--- src/rtl/nm_cluster_fabric.sv ---
// nm_cluster_fabric: network top for the neuron-cluster array.
// Owns reset stretching, standby, the Network Status Register (NSR) and the
// CLUSTER_MASK register. It merges the wired-AND/OR buses of NUM_CLUSTERS
// clusters and routes the DCI/DCO daisy chain past masked clusters.
// Optional feature macro: NM_BUS_PIPE_EN registers the merged ready/id/unc
// results and the read data, adding one cycle of latency. The daisy chain
// stays combinational in both builds.
module nm_cluster_fabric #(
    parameter int         NUM_CLUSTERS = 3,
    parameter int         RESET_HOLD   = 255,
    parameter logic [3:0] MASK_REG     = 4'hE
) (
    input  logic                       G_CLK,
    input  logic                       G_RESET,
    input  logic                       CS_l,
    input  logic                       DS,
    input  logic                       RW_l,
    input  logic [3:0]                 REG,
    input  logic [15:0]                data_in,
    output logic [15:0]                data_out_n,
    input  logic                       id_l_in,
    input  logic                       unc_l_in,
    output logic                       id_l_t,
    output logic                       unc_l_t,
    input  logic                       DCI,
    output logic                       DCO,
    output logic                       RDY,
    output logic [NUM_CLUSTERS-1:0]    clu_clk_en,
    output logic                       clu_reset_l,
    output logic                       nsr_sr,
    output logic                       nsr_knn,
    input  logic [16*NUM_CLUSTERS-1:0] clu_data_out_n,
    input  logic [NUM_CLUSTERS-1:0]    clu_ready,
    input  logic [NUM_CLUSTERS-1:0]    clu_id,
    input  logic [NUM_CLUSTERS-1:0]    clu_unclearn,
    input  logic [NUM_CLUSTERS-1:0]    clu_dco,
    output logic [NUM_CLUSTERS-1:0]    clu_dci
);

    localparam int         CNT_W      = $clog2(RESET_HOLD + 1);
    localparam logic [3:0] NSR_REG    = 4'hD;
    localparam logic [3:0] FORGET_REG = 4'hF;

    logic [CNT_W-1:0]        hold_cnt;
    logic                    rst_done;
    logic                    standby_r;
    logic                    forget_r;
    logic [15:0]             nsr;
    logic [NUM_CLUSTERS-1:0] mask;
    logic                    wr_stb;

    logic                    ready_c, id_c, unc_c;
    logic [15:0]             bus_c;
    logic [15:0]             rd_c;
    logic                    ready_m, id_m, unc_m;
    logic [15:0]             data_m;
    logic [NUM_CLUSTERS:0]   chain;

    // Register writes only land while the chip is out of standby.
    assign wr_stb = DS & ~RW_l & ~standby_r;

    // Reset stretcher: hold the network in reset for RESET_HOLD cycles after
    // G_RESET drops; rst_done is registered so the release lands one cycle later.
    always_ff @(posedge G_CLK) begin
        if (G_RESET) begin
            hold_cnt <= CNT_W'(RESET_HOLD);
            rst_done <= 1'b0;
        end else begin
            if (hold_cnt != '0) begin
                hold_cnt <= hold_cnt - CNT_W'(1);
            end
            rst_done <= (hold_cnt == '0);
        end
    end

    // Standby tracking and the one-cycle FORGET pulse.
    always_ff @(posedge G_CLK) begin
        if (G_RESET) begin
            standby_r <= 1'b0;
            forget_r  <= 1'b0;
        end else begin
            standby_r <= CS_l;
            forget_r  <= wr_stb && (REG == FORGET_REG);
        end
    end

    // CLUSTER_MASK register; all clusters active out of reset.
    always_ff @(posedge G_CLK) begin
        if (G_RESET) begin
            mask <= '1;
        end else if (wr_stb && (REG == MASK_REG)) begin
            mask <= data_in[NUM_CLUSTERS-1:0];
        end
    end

    // NSR: a host write wins over the live ID/UNC status sampling.
    always_ff @(posedge G_CLK) begin
        if (G_RESET) begin
            nsr <= '0;
        end else if (wr_stb && (REG == NSR_REG)) begin
            nsr <= data_in;
        end else if (!standby_r) begin
            nsr[3] <= ~id_l_in;
            nsr[2] <= ~unc_l_in;
        end
    end

    // Bus merge: a masked cluster contributes the identity of each operator.
    always_comb begin
        ready_c = 1'b1;
        id_c    = 1'b0;
        unc_c   = 1'b1;
        bus_c   = 16'hFFFF;
        for (int i = 0; i < NUM_CLUSTERS; i++) begin
            ready_c = ready_c & (clu_ready[i] | ~mask[i]);
            id_c    = id_c | (clu_id[i] & mask[i]);
            unc_c   = unc_c & (clu_unclearn[i] | ~mask[i]);
            bus_c   = bus_c & (clu_data_out_n[16*i +: 16] | {16{~mask[i]}});
        end
    end

    // Read mux: local registers are ANDed onto the cluster bus; writes release the pads.
    always_comb begin
        rd_c = 16'hFFFF;
        if (RW_l) begin
            rd_c = bus_c;
            if (!standby_r && (REG == NSR_REG)) begin
                rd_c = bus_c & nsr;
            end else if (!standby_r && (REG == MASK_REG)) begin
                rd_c = bus_c & 16'(mask);
            end
        end
    end

`ifdef NM_BUS_PIPE_EN
    // Stage p1: merged bus results and read data registered after the merge.
    always_ff @(posedge G_CLK) begin
        if (G_RESET) begin
            ready_m <= 1'b0;
            id_m    <= 1'b0;
            unc_m   <= 1'b1;
            data_m  <= 16'hFFFF;
        end else begin
            ready_m <= ready_c;
            id_m    <= id_c;
            unc_m   <= unc_c;
            data_m  <= rd_c;
        end
    end
`else
    // Merged results pass straight through with no added latency.
    always_comb begin
        ready_m = ready_c;
        id_m    = id_c;
        unc_m   = unc_c;
        data_m  = rd_c;
    end
`endif

    // Daisy chain: a masked cluster is bypassed by forwarding its DCI onward.
    always_comb begin
        chain    = '0;
        chain[0] = DCI;
        for (int i = 0; i < NUM_CLUSTERS; i++) begin
            chain[i+1] = mask[i] ? clu_dco[i] : chain[i];
        end
    end

    assign clu_dci     = chain[NUM_CLUSTERS-1:0];
    assign DCO         = chain[NUM_CLUSTERS];
    assign clu_clk_en  = {NUM_CLUSTERS{~standby_r}} & mask;
    assign clu_reset_l = rst_done & ~forget_r;
    assign RDY         = rst_done & ready_m;
    assign data_out_n  = data_m;
    assign id_l_t      = ~(id_m & unc_l_in);
    assign unc_l_t     = unc_m;
    assign nsr_sr      = nsr[4];
    assign nsr_knn     = nsr[5];

endmodule

--- config.mk ---
export PLATFORM = sky130hd
export DESIGN_NAME = nm_cluster_fabric
export DESIGN_NICKNAME = d
export VERILOG_FILES = /design/src/rtl/nm_cluster_fabric.sv
export SDC_FILE = /design/constraint.sdc
export NUM_CORES = 1
export LEC_CHECK = 0
export ABC_AREA = 1
export CAP_MARGIN = 10
export CORE_MARGIN = 4
export CORE_UTILIZATION = 39
export CTS_CLUSTER_SIZE = 24
export DETAILED_ROUTE_END_ITERATION = 10
export PLACE_DENSITY = 0.82
export RECOVER_POWER = 25
export SETUP_SLACK_MARGIN = 0.5
export SLEW_MARGIN = 0
export SYNTH_ARGS = -nofsm -noshare
export SYNTH_HDL_FRONTEND = slang
export SYNTH_SLANG_ARGS = --single-unit
--- constraint.sdc ---
create_clock -name G_CLK -period 1.4 [get_ports G_CLK]
set_clock_uncertainty 0.05 [all_clocks]
set_input_delay 0.14 -clock G_CLK [delete_from_list [all_inputs] [get_ports G_CLK]]
set_output_delay 0.14 -clock G_CLK [all_outputs]
set_load 0.01 [all_outputs]
==> flow_metrics.tcl, run 1 <==
set metrics [dict create \
    status "complete, but fails checks" \
    failed_checks "negative setup slack" \
    die_height_um 80.9 \
    dpl.hpwl_mm 6.07 \
    p_leak_nw 2.07 \
    start_util_pct 40.3 \
    synth_edf_count 0 \
    cp_cell_sequence "buf_6, nand2_1, o21ai_2, nor2_2, nand3_1, nand3_2, buf_6" \
    quantity_of_hold_fixing_buffers_added_after_cts 0 \
    worst_path_most_repeated_cell "sky130_fd_sc_hd__buf_6" \
    cts_inserted_buffers 5 \
    timing.hold.worst.start "CS_l" \
    maxCapViolCount 0 \
    yosysWarningCount 0 \
    antenna_found_initial 0 \
    time_the_final_worst_path_needs_with_i_o_delays_and_setup_ns 1.74 \
    grt_start_max_net_pins 21 \
    critical_path.max_stage_delay_ns 0.37 \
    met2WireLength_mm 6.82 \
    postSynthNetCount 429 \
    area_leader_netlist "sky130_fd_sc_hd__dfxtp_1" \
    setup.worst_path.start_class "flip-flop" \
    post_synth_instance_area_mm2 0.00207 \
    place.port_buffers 116 \
    dr.max_layer_used "met4" \
    place_area_mm2 0.00363 \
    cp.buffers_inverters 2 \
    synth_cell_type_count 32 \
    final-instance-count-excl-fill 573 \
    finalInstanceArea_mm2 0.00478 \
    period_share_pct 124 \
    routedLengthMet1_mm 4.55 \
    place_ws_ns -0.627 \
    cts.htree.levels 2 \
    hold_class "in -> reg" \
    floorplan.core_area_mm2 0.00514 \
    setup-violations-final 22 \
    hold_ws_ns 0.319 \
    synth-seq-cells 30 \
    number_of_rows_in_the_core_area 26 \
    grt-ovfl-total 0 \
    grt_util_all_layers_pct 29.5 \
    clock.fmax_ghz 0.575 \
    ys_seq_area_share_pct 29.0 \
    final-hold-violation-count 0 \
    num_antenna_cells 0 \
    route.detailed.drc 0 \
    final_routed_wire_length_divided_by_cell_count_um 24.9 \
    clock_tree_from_tritoncts "yes" \
    drt-vias-per-instance 6.17 \
    synthToLayoutAreaGrowth_pct 131 \
    required_ns 1.21 \
    worstSetupEndpointType "output pin" \
    startpoint "mask[1]" \
    drt-initial-drc-count 383 \
    detail-route-antenna-nets 0 \
    routed-via-count 3538 \
    crit_type "reg -> out" \
    timing.rr.start "standby_r" \
    drtPass1Iterations 5 \
    postSynth.asyncResetShare_pct 0 \
    final_nets 592 \
    post_synth_main_area_contributors "sky130_fd_sc_hd__dfxtp_1 29%, sky130_fd_sc_hd__nand3_1 16%, sky130_fd_sc_hd__nor2_1 15%, sky130_fd_sc_hd__nand2_1 8.7%, sky130_fd_sc_hd__inv_1 6.0%" \
    netlist.area_leader.share_pct 29.0 \
    dieWidth_um 80.9 \
    clk-insertion-delay-late_ns 0.29 \
    slowest_stage "sky130_fd_sc_hd__dfxtp_4" \
    timing.final.ws_setup_ns -0.338 \
    postSynthCellCount 339 \
    relSlewSlack_pct 76.2 \
    clock_sinks 30 \
    critical-path-top-delay-family "simple AND/OR/NAND/NOR gates" \
    wirelength_mm 14.3 \
    met3RoutedLength_mm 1.60 \
    cp_data_arrival_time_ns 1.55 \
    pwr_density_cell_mw_per_mm2 571 \
    most_common_flop_cell_mapped_by_yosys "sky130_fd_sc_hd__dfxtp_1" \
    path_max_fanout 6 \
    placed_cells_incl_taps 532 \
    design.die.area_mm2 0.00654 \
    globalplace.congestion 0.846 \
    clk_pin_slew_worst_paths_ns 0.07 \
    first_global_vias 3120 \
    cts_root_buf "sky130_fd_sc_hd__clkbuf_8" \
    post_route_cells_drive_above_1_share_pct 53.7 \
    grt_pass1_wl_mm 14.9 \
    worst_ir_drop_vdd_mv 0.713 \
    syn_avg_cell_area_um2 6.11 \
    power.total_mw 2.73 \
    rsz_0062_raised_after_global_routing "yes" \
    cts_max_path_bufs 2 \
    io-pin-count 117 \
    timing.final.max_slew_violations 0 \
    timing_worst_slew_pin_value_ns 0.356 \
]
[where the power goes]
group          internal [mW]  switching, mW  total (mW)  leakage (nW)
Combinational          0.512          0.481       0.993          1.77
Sequential             0.866         0.0219       0.888         0.243
Clock                  0.497          0.348       0.845        0.0575
Total                   1.87          0.851        2.73          2.07
[layer usage]
layer / vias to the layer above / track usage [%]
li1: 1431 / -
met4: 0 / 11.5
met5: - / 0
met1: 1603 / 31.6
met2: 361 / 56.6
met3: 143 / 5.32
[stage by stage]
stage          utilization (%)  setup TNS, ns
4_1_cts                   83.8          -2.55
6_report                  93.0          -4.50
5_1_grt                   93.0          -5.29
2_1_floorplan                -              0
3_3_place_gp              70.6         -14.19
3_5_place_dp              70.6         -15.26
[path summary, 6_finish.rpt]
| path | depth (start not counted) | to | slack (ns) |
|---|---|---|---|
| worst max-delay path | 7 | data_out_n[6] | -0.34 |
| worst min-delay path | 3 | standby_r | 0.32 |
| worst max register to register | 6 | nsr[1] | 0.02 |
| worst min register to register | 2 | nsr[5] | 0.45 |
[logic make-up (layout without fill, tap and decap cells)]
group | Yosys count | in the layout | share of synthesized area [%]
AOI/OAI and AO/OA | 38 | 38 | 9.48
xor gates and xnor gates | 2 | 2 | 0.846
adders and majority gates | 2 | 2 | 1.21
buffers and inverters | 54 | 216 | 13.2
DFF | 30 | 30 | 29.0
and+or+nand+nor | 213 | 215 | 46.3
[what timing repair did]
item                       in CTS  in global routing
gates cloned                    4                  2
pin swaps                      77                 42
buffers inserted               21                  6
setup endpoints to repair      58                 57
resized for setup             249                102
[final cells by class]
cell class / count / area [µm²]
clock buffers: 8 / 110
fillers: 146 / 362
inverters: 38 / 208
multi-input cells: 257 / 2010
flip-flops and latches: 30 / 628
well taps: 70 / 87.6
repair buffers: 168 / 1710
repair inverters: 2 / 20.0
[worst register-to-register path, stage by stage (launching register included)]
cell	delay [ns]
sky130_fd_sc_hd__dfxtp_4	0.36
sky130_fd_sc_hd__buf_6	0.14
sky130_fd_sc_hd__nor2_4	0.22
sky130_fd_sc_hd__buf_6	0.16
sky130_fd_sc_hd__nand2_8	0.09
sky130_fd_sc_hd__o21ai_2	0.17
sky130_fd_sc_hd__nor2_1	0.08
[synth_stat cells (2+ instances only)]
cell / count
sky130_fd_sc_hd__nor3_1: 4
sky130_fd_sc_hd__inv_2: 2
sky130_fd_sc_hd__nand4_1: 2
sky130_fd_sc_hd__nor2_1: 83
sky130_fd_sc_hd__o21ai_0: 20
sky130_fd_sc_hd__nand3b_1: 2
sky130_fd_sc_hd__nand3_1: 66
sky130_fd_sc_hd__nand2_4: 2
sky130_fd_sc_hd__dfxtp_1: 30
sky130_fd_sc_hd__inv_1: 33
sky130_fd_sc_hd__nand2_1: 48
sky130_fd_sc_hd__a21oi_1: 4
sky130_fd_sc_hd__o22ai_1: 2
sky130_fd_sc_hd__buf_2: 5
sky130_fd_sc_hd__o21ai_1: 10
sky130_fd_sc_hd__ha_1: 2
sky130_fd_sc_hd__nand3_2: 2
sky130_fd_sc_hd__buf_6: 5
sky130_fd_sc_hd__clkbuf_1: 4
[registers in the layout (all words and copies together) (netlist names)]
name,count
forget_r,1
rst_done,1
mask,3
standby_r,1
hold_cnt,8
nsr,16
[placed cells by master (no fill, tap or decap), types with 9 or more instances in the layout]
master,n
sky130_fd_sc_hd__nand2_2,20
sky130_fd_sc_hd__nor2_1,48
sky130_fd_sc_hd__buf_6,42
sky130_fd_sc_hd__dfxtp_1,18
sky130_fd_sc_hd__o21ai_1,9
sky130_fd_sc_hd__clkdlybuf4s50_1,81
sky130_fd_sc_hd__nand2_1,21
sky130_fd_sc_hd__buf_4,23
sky130_fd_sc_hd__nor2_2,17
sky130_fd_sc_hd__nand3_2,46
sky130_fd_sc_hd__inv_1,21
sky130_fd_sc_hd__o21ai_2,16
sky130_fd_sc_hd__nor2_4,19
sky130_fd_sc_hd__nand3_1,17
Note: power is estimated with default switching activity, not from simulation.
==> run 2, diff against run 1 <==
CORE_MARGIN = 10   (was 4)
==> flow_metrics.tcl, run 2 (synthesized netlist as in run 1, its figures left out) <==
set metrics [dict create \
    cts_inserted_buffers 5 \
    grt_start_max_net_pins 19 \
    route.detailed.drc 0 \
    wirelength_mm 15.4 \
    hold_ws_ns 0.360 \
    finalInstanceArea_mm2 0.00495 \
    floorplan.core_area_mm2 0.00514 \
    drt-initial-drc-count 483 \
    drt-vias-per-instance 6.16 \
    timing.rr.end "hold_cnt[3]" \
    relSlewSlack_pct 71.5 \
    place.port_buffers 116 \
    most_common_cell_after_layout_fill_and_taps_aside "sky130_fd_sc_hd__clkdlybuf4s50_1" \
    timing.final.max_slew_violations 0 \
    clock_tree_from_tritoncts "yes" \
    period_share_pct 125 \
    critical_path.max_stage_delay_ns 0.37 \
    io-pin-count 117 \
    largest-register "nsr" \
    detail-route-antenna-nets 0 \
    die_height_um 92.9 \
    first_global_vias 3173 \
    layout_common_cells "81 x sky130_fd_sc_hd__clkdlybuf4s50_1, 45 x sky130_fd_sc_hd__buf_6, 40 x sky130_fd_sc_hd__nor2_1" \
    cts_root_buf "sky130_fd_sc_hd__clkbuf_8" \
    grt_util_all_layers_pct 23.8 \
    timing.hold.worst.start "CS_l" \
    slowest_stage "sky130_fd_sc_hd__dfxtp_4" \
    largest_register_ffs 16 \
    start_util_pct 40.3 \
    maxCapViolCount 0 \
    dpl.hpwl_mm 6.70 \
    final_nets 601 \
    number_of_rows_in_the_core_area 26 \
    failed_checks "negative setup slack" \
    timing_worst_slew_pin_value_ns 0.426 \
    place_area_mm2 0.00364 \
    clock.fmax_ghz 0.573 \
    final_routed_wire_length_divided_by_cell_count_um 26.3 \
    worst-r2r-cell-count 6 \
    final-hold-violation-count 0 \
    drtPass1Iterations 5 \
    cp_cell_sequence "inv_8, buf_8, o21ai_1, nor2_2, nand3_1, nand3_2, buf_6" \
    worstHoldEndpoint "standby_r" \
    time_the_final_worst_path_needs_with_i_o_delays_and_setup_ns 1.74 \
    p_leak_nw 2.13 \
    post_route_cells_drive_above_1_share_pct 55.5 \
    worstSetupEndpointType "output pin" \
    rsz_0062_raised_after_global_routing "yes" \
    cp_data_arrival_time_ns 1.55 \
    design.die.area_mm2 0.00863 \
    timing.final.ws_setup_ns -0.345 \
    required_ns 1.21 \
    setup-violations-final 27 \
    grt-ovfl-total 0 \
    routed-via-count 3598 \
    path_max_fanout 7 \
    cts_max_path_bufs 2 \
    pwr_density_cell_mw_per_mm2 538 \
    hold_class "in -> reg" \
    status "complete, but fails checks" \
    cts.htree.levels 2 \
    largestRegisters "nsr (16), hold_cnt (8), mask (3)" \
    reg2reg_setup_slack_ns -0.10 \
    clk-insertion-delay-late_ns 0.28 \
    grt_pass1_wl_mm 16.6 \
    clock_sinks 30 \
    synthToLayoutAreaGrowth_pct 139 \
    timing.rr.start "hold_cnt[3]" \
    whs_path_depth 3 \
    setup.worst_path.start_class "flip-flop" \
    antenna_found_initial 2 \
    clk_pin_slew_worst_paths_ns 0.07 \
    crit_type "reg -> out" \
    dieWidth_um 92.9 \
    worst_ir_drop_vdd_mv 1.07 \
    globalplace.congestion 0.804 \
]
## run 2: changes by cell type in the layout (fill, tap and decap cells not counted), moves of 4 or more
cell,change
sky130_fd_sc_hd__nand2_1,-4
sky130_fd_sc_hd__nor2_2,+5
sky130_fd_sc_hd__nand3_1,+10
sky130_fd_sc_hd__nand3_2,-9
sky130_fd_sc_hd__o21ai_1,-4
sky130_fd_sc_hd__nor2_1,-8
sky130_fd_sc_hd__nand2_4,+6
## run 2: worst max-delay path: cells and delay by family, from the launching register on
| kind | cells | cell delay (ns) |
|---|---|---|
| buf+inv | 3 | 0.33 |
| simple gates | 3 | 0.49 |
| compound gates | 1 | 0.08 |
| flops | 1 | 0.37 |
## run 2: where the power goes
group	total, mW	switching [mW]	internal (mW)
registers	0.888	0.0232	0.865
logic	1.02	0.493	0.522
clock network	0.759	0.363	0.395
## run 2: layout make-up
| cell class | instances | area [µm²] |
|---|---|---|
| well taps | 70 | 87.6 |
| repair buffers | 174 | 1800 |
| inverters | 38 | 210 |
| clock buffers | 6 | 82.6 |
| fillers | 95 | 189 |
| flip-flops and latches | 30 | 627 |
| diodes | 2 | 5.00 |
| clock inverters | 2 | 12.5 |
| repair inverters | 4 | 40.0 |
| multi-input cells | 258 | 2090 |
## run 2: how the worst max path moves through the flow
stage	start	slack, ns	cells after the start	endpoint
6_report	mask[0]	-0.34	7	data_out_n[6]
5_1_grt	mask[0]	-0.38	8	data_out_n[0]
4_1_cts	mask[1]	-0.20	7	data_out_n[15]
3_5_place_dp	REG[0]	-0.64	7	data_out_n[15]
3_3_place_gp	REG[0]	-0.62	7	data_out_n[3]
2_1_floorplan	standby_r	0.28	6	data_out_n[11]
## run 2: repair_timing
action                                  in CTS  in global routing
hold endpoints to repair                     0                  0
setup buffers                               22                 10
pin swaps                                   93                 68
resized for setup                          276                111
hold buffers                                 0                  0
endpoints found under the setup margin      58                 57
cloned                                       9                  0
## run 2: per-layer routing
layer  GRT usage (%)  share of wire, %  vias to the layer above
met2            43.4                49                      360
met1            26.0                33                     1658
met3            5.17               9.9                      118
met5               0                 0                        -
li1                -                 -                     1462
met4            9.77               7.8                        0
## run 2: per-stage QoR
| stage | cells | setup WS (ns) | total power, mW | TNS (ns) | utilization (%) |
|---|---|---|---|---|---|
| floorplan | 339 | 0.279 | 1.19 | 0 | - |
| global placement | 533 | -0.617 | 1.60 | -14.90 | 70.8 |
| detailed placement | 533 | -0.636 | 1.61 | -15.59 | 70.8 |
| CTS | 572 | -0.199 | 2.43 | -2.98 | 86.7 |
| global route | 584 | -0.378 | 2.72 | -5.93 | 96.3 |
| finish | 584 | -0.345 | 2.66 | -5.18 | 96.3 |
